`src/rtl/prim_ram_2p_fill_check.sv`:
```
// prim_ram_2p_fill_check
//   Drives one port of a two-port RAM to fill every word with an
//   address-salted pattern (pattern ^ addr), then reads every word back
//   and compares it. Reports a sticky error flag, the first failing
//   address and a saturating mismatch count.
//
// Ports
//   clk_i, rst_i           clock, asynchronous active-high reset
//   start_i, pattern_i     run request pulse and base pattern (sampled on accept)
//   busy_o, done_o         run in progress / one-cycle completion pulse
//   err_o, err_addr_o,     sticky mismatch flag, first failing address,
//   err_cnt_o              saturating mismatch count
//   ram_*                  single-port RAM initiator interface
module prim_ram_2p_fill_check #(
  parameter int Width = 32,
  parameter int Depth = 128,
  localparam int Aw = $clog2(Depth)
) (
  input  logic             clk_i,
  input  logic             rst_i,
  input  logic             start_i,
  input  logic [Width-1:0] pattern_i,
  output logic             busy_o,
  output logic             done_o,
  output logic             err_o,
  output logic [Aw-1:0]    err_addr_o,
  output logic [Aw:0]      err_cnt_o,
  output logic             ram_req_o,
  output logic             ram_write_o,
  output logic [Aw-1:0]    ram_addr_o,
  output logic [Width-1:0] ram_wdata_o,
  output logic [Width-1:0] ram_wmask_o,
  input  logic             ram_gnt_i,
  input  logic [Width-1:0] ram_rdata_i
);

  typedef enum logic [2:0] {
    StIdle,
    StWrite,
    StRead,
    StDrain,
    StDone
  } state_e;

  localparam logic [Aw-1:0] LastAddr = Aw'(Depth - 1);
  localparam logic [Aw:0]   CntMax   = '1;

  state_e           state_q, state_d;
  logic [Width-1:0] pattern_q, pattern_d;
  logic [Aw-1:0]    addr_q, addr_d;
  logic             pend_q, pend_d;
  logic [Aw-1:0]    cmp_addr_q, cmp_addr_d;
  logic             err_q, err_d;
  logic [Aw-1:0]    err_addr_q, err_addr_d;
  logic [Aw:0]      err_cnt_q, err_cnt_d;

  logic             accept;
  logic             mismatch;

  function automatic logic [Width-1:0] expected(input logic [Width-1:0] pat,
                                                input logic [Aw-1:0] a);
    return pat ^ Width'(a);
  endfunction

  // Request is a pure function of state so an asynchronous reset removes it
  // immediately, without waiting for a clock edge.
  assign ram_req_o   = (state_q == StWrite) || (state_q == StRead);
  assign ram_write_o = (state_q == StWrite);
  assign ram_addr_o  = ram_req_o ? addr_q : '0;
  assign ram_wdata_o = (state_q == StWrite) ? expected(pattern_q, addr_q) : '0;
  assign ram_wmask_o = '1;

  assign busy_o     = (state_q != StIdle);
  assign done_o     = (state_q == StDone);
  assign err_o      = err_q;
  assign err_addr_o = err_addr_q;
  assign err_cnt_o  = err_cnt_q;

  assign accept = ram_req_o && ram_gnt_i;
  // Read data returns exactly one cycle after an accepted read, whatever the
  // grant does in that cycle, so the compare is keyed only on the pending flag.
  assign mismatch = pend_q && (ram_rdata_i != expected(pattern_q, cmp_addr_q));

  always_comb begin
    state_d    = state_q;
    pattern_d  = pattern_q;
    addr_d     = addr_q;
    pend_d     = 1'b0;
    cmp_addr_d = cmp_addr_q;
    err_d      = err_q;
    err_addr_d = err_addr_q;
    err_cnt_d  = err_cnt_q;

    if (mismatch) begin
      err_d = 1'b1;
      if (!err_q) begin
        err_addr_d = cmp_addr_q;
      end
      if (err_cnt_q != CntMax) begin
        err_cnt_d = err_cnt_q + 1'b1;
      end
    end

    unique case (state_q)
      StIdle: begin
        if (start_i) begin
          pattern_d  = pattern_i;
          addr_d     = '0;
          err_d      = 1'b0;
          err_addr_d = '0;
          err_cnt_d  = '0;
          state_d    = StWrite;
        end
      end
      StWrite: begin
        if (accept) begin
          if (addr_q == LastAddr) begin
            addr_d  = '0;
            state_d = StRead;
          end else begin
            addr_d = addr_q + 1'b1;
          end
        end
      end
      StRead: begin
        if (accept) begin
          pend_d     = 1'b1;
          cmp_addr_d = addr_q;
          if (addr_q == LastAddr) begin
            addr_d  = '0;
            state_d = StDrain;
          end else begin
            addr_d = addr_q + 1'b1;
          end
        end
      end
      // The last read was accepted on the edge that entered this state, so
      // its compare happens during this single cycle.
      StDrain: state_d = StDone;
      StDone:  state_d = StIdle;
      default: state_d = StIdle;
    endcase
  end

  always_ff @(posedge clk_i or posedge rst_i) begin
    if (rst_i) begin
      state_q    <= StIdle;
      pattern_q  <= '0;
      addr_q     <= '0;
      pend_q     <= 1'b0;
      cmp_addr_q <= '0;
      err_q      <= 1'b0;
      err_addr_q <= '0;
      err_cnt_q  <= '0;
    end else begin
      state_q    <= state_d;
      pattern_q  <= pattern_d;
      addr_q     <= addr_d;
      pend_q     <= pend_d;
      cmp_addr_q <= cmp_addr_d;
      err_q      <= err_d;
      err_addr_q <= err_addr_d;
      err_cnt_q  <= err_cnt_d;
    end
  end

endmodule

```
`config.mk`:
```
export PLATFORM = sky130hd
export DESIGN_NAME = prim_ram_2p_fill_check
export DESIGN_NICKNAME = d
export VERILOG_FILES = /design/src/rtl/prim_ram_2p_fill_check.sv
export SDC_FILE = /design/constraint.sdc
export NUM_CORES = 1
export LEC_CHECK = 0
export ABC_AREA = 1
export CORE_MARGIN = 4
export CORE_UTILIZATION = 40
export CTS_CLUSTER_SIZE = 16
export DETAILED_ROUTE_END_ITERATION = 10
export MAX_ROUTING_LAYER = met4
export PLACE_DENSITY = 0.82
export RECOVER_POWER = 25
export SYNTH_ARGS = -nofsm -noshare
export SYNTH_HDL_FRONTEND = slang
export SYNTH_SLANG_ARGS = --single-unit
```
`constraint.sdc`:
```
create_clock -name clk_i -period 2.8 [get_ports clk_i]
set_input_delay 0.7 -clock clk_i [delete_from_list [all_inputs] [get_ports clk_i]]
set_output_delay 0.7 -clock clk_i [all_outputs]
set_load 0.01 [all_outputs]
```
==> metrics.md <==
| Metric | Value |
|---|---|
| Status | finished, violations left |
| Failing checks | max-capacitance violations, max-slew violations |
| Worst r2r src | addr_q[0] |
| Vias in the first global route | 3706 |
| Final hold slack | 0.544 ns |
| Fillers | 923 |
| Synthesized-area fraction occupied by adder cells | 0.602% |
| Hold_buf cts | 0 |
| Routed wire length | 11.3 mm |
| Post-CTS Setup Inserts | 0 |
| Hold Crit Class | flip-flop to flip-flop |
| Initial antenna violation count | 0 |
| TritonCTS clock tree | yes |
| Fraction of layout cells with a size suffix above 1 | 5.33% |
| Initial DRT Pass Iterations | 5 |
| PD cells | 861 mW/mm2 |
| Antenna Nets Post-Route | 0 |
| Grt met3 use | 2.94% |
| First-pass GRT wire length | 17.7 mm |
| Reg-to-reg endpoint | addr_q[5] |
| Detailed Place HPWL | 8.49 mm |
| Global route hottest layer | met2 |
| Gpl congestion | 0.896 |
| Ys async rst share | 100% |
| Die Ht | approximately 110 um |
| Final min period | 2.71 ns |
| R2R setup slack | 1.06 ns |
| Standby leakage power | 3.33 nW |
| Clock Latency Late Sink | roughly 0.34 ns |
| # nets final | 816 |
| Share of the synthesized area in the top cell type | 39.7% |
| Hold EP | state_q[2] |
| Setup TNS | 0 ns |
| CTS Buf Count | 9 |
| Count leader, synth | nand2_1 |
| Xor/xnor share of the synthesized area | 1.48% |
| Gr ovfl total | 0 |
| # setup viols final | 0 |
| Starting Density | 41.8% |
| Max VDD drop | 0.462 mV |
| Die X-Extent | roughly 110 um |
| Worst-case headroom to the max-slew limit | -11.1% |
| Final period util | 96.8% |
| Highest Clock Rate | 369 MHz |
| Hold path depth | 1 |
| Synth-to-layout area growth | 37.2% |
| Cells after Synth | 621 |
| Crit path arrival time | 2.01 ns |
| I/O Buffers | roughly 130 |
| Main combinational cell family by area after synthesis | simple AND/OR/NAND/NOR gates |
| Max Slew Vio Count | between 60 and 70 |
| Post-synthesis simple-gate area fraction | 31.7% |
| Post-route DRC | 0 |
| Die area | 0.0121 mm2 |
| Reg2Reg Depth | 10 |
| CTS root buf | clkbuf_8 |
| H-tree depth | 3 |
| I/O pin count | between 150 and 200 |
| Area leader, netlist | dfrtp_1 |
| Cell variety after synth | 30 |
| GR Util met2 | 30.2% |
| DRT iter0 DRCs | 236 |
| Synth Flop Type | dfrtp_1 |
| N_diodes | 0 |
| # Max-Cap Violations | 1 |
| FP Rows | 36 |
| RSZ-0062 raised after global routing | false |
| Sequential area share after synthesis | 39.7% |
| Syn Area/Cell | 6.69 um2 |
| Worst Max-Slew Pin Slew | 1.67 ns |
| Post-synthesis compound-gate area fraction | 9.30% |
| Hold Startpoint | state_q[2] |
| CTS Buffer Depth | 2 |
| Setup Skew | slightly above 0.009 ns |
| Post-synthesis sequential element count | 66 |
| CP Class | flip-flop to primary output |
| Synth warn | 0 |
| Avg WL per Cell | 12.7 um |
| Post-synthesis mux area share | 0% |
| Cell Area, Synth | 0.00416 mm2 |
| Area contributors post-synth | dfrtp_1 (40%), nand2_1 (19%), inv_1 (8.8%), nor2_1 (6.5%), buf_4 (6.0%) |
| Reg clk slew, reported paths | 0.08 ns |
| Synth cell count leaders | nand2_1 (205), inv_1 (97), nor2_1 (72) |
| Clock sink count | 66 |
| Via count | roughly 4000 |
| Final Hold Vio Count | 0 |
| Critical path capture point type | primary output |
| Critical path required time | 2.10 ns |
| Crit Path Max Fanout | 25 |
| Post-synth EDFFs | 0 |
| DR vias/cell | 4.52 |
| Crit start category | flip-flop |
| Grt met1 use | around 25% |
| Largest net degree at the start of global routing | 67 |
| Total Routing Usage GR | 19.3% |
| Core ar. | 0.00995 mm2 |
==> stage by stage <==
step / worst slack (ns) / utilization (%) / cell area [um2] / power [mW] / std cells
floorplan: 0.445 / - / 4270 / 3.12 / 652
global placement: 0.315 / 54.5 / 5430 / 4.06 / 868
detailed placement: 0.306 / 54.5 / 5430 / 4.12 / 868
CTS: 0.0303 / 56.6 / 5640 / 4.97 / 884
global route: 0.00396 / 57.3 / 5700 / 5.35 / 884
finish: 0.0892 / 57.3 / 5700 / 4.91 / 884
==> sequential cells by signal, indices dropped and copies added (netlist names) <==
signal and count:
pend_q 1, cmp_addr_q 7, err_cnt_o 8, err_o 1, state_q 3, err_addr_o 7
addr_q 7, pattern_q 32
==> where the power goes <==
part / leakage, nW / switching, mW / internal [mW]
combinational: 2.38 / 1.44 / 1.04
sequential: 0.855 / 0.286 / 1.31
clock: 0.100 / 0.408 / 0.419
==> placed cells by master, fill, tap and decap left out, drive strengths merged, types with 4 or more instances in the layout <==
master,synthesis,routed
a21oi,19,19
buf,40,4
clkbuf,8,10
clkdlybuf4s50,0,94
clkinv,0,4
conb,1,32
dfrtp,66,66
dlymetal6s2s,0,31
inv,103,104
nand2,210,210
nand3,21,21
nand4,4,4
nor2,77,77
nor3,4,4
o21ai,52,52
xnor2,5,5
==> metal layers <==
layer	wire length (um)	vias to the layer above	share of wire, %
met5	0	-	0
met4	170	0	1.5
met3	760	14	6.7
met2	5380	118	48
met1	4960	1797	44
li1	-	2067	-
==> critical path, cell delays in order, from the launching register on <==
cell and delay, ns:
dfrtp_1 0.36, inv_1 0.08, nor3_4 0.27, inv_4 0.11
buf_6 0.19, nor2_1 0.10, clkdlybuf4s50_1 0.54
==> kinds of logic (layout without fill, tap and decap cells) <==
logic type      Yosys count  after routing
compound gates           74             74
xor+xnor                  7              7
fa+ha+maj                 2              2
buf+inv                 151            250
flops                    66             66
other cells               1             32
simple gates            320            320
==> timing repair <==
| item | 4_1_cts | 5_1_grt |
|---|---|---|
| pin swaps | 0 | 1 |
| endpoints found under the hold margin | 0 | 0 |
| endpoints found under the setup margin | 29 | 31 |
| resized for setup | 2 | 32 |
==> cell type report <==
class                   count  area [um2]  area share, %
multi-input cells         435        1920           33.6
flip-flops and latches     66        1650           29.0
repair buffers            131        1380           24.2
inverters                 103         389           6.82
well taps                 133         166           2.92
clock buffers               9         124           2.17
clock inverters             7        77.6           1.36
==> how the worst max path moves through the flow <==
stage | slack [ns] | cells past startpoint | end | startpoint
after floorplan | 0.45 | 1 | addr_q[0] | rst_i
after global placement | 0.32 | 14 | err_cnt_o[0] | ram_rdata_i[11]
after detailed placement | 0.31 | 14 | err_o | ram_rdata_i[28]
after CTS | 0.03 | 5 | ram_wdata_o[15] | state_q[2]
after global routing | 0.004 | 6 | ram_wdata_o[28] | state_q[0]
final | 0.09 | 6 | ram_wdata_o[28] | state_q[0]
(Power assumes the default switching activity.)
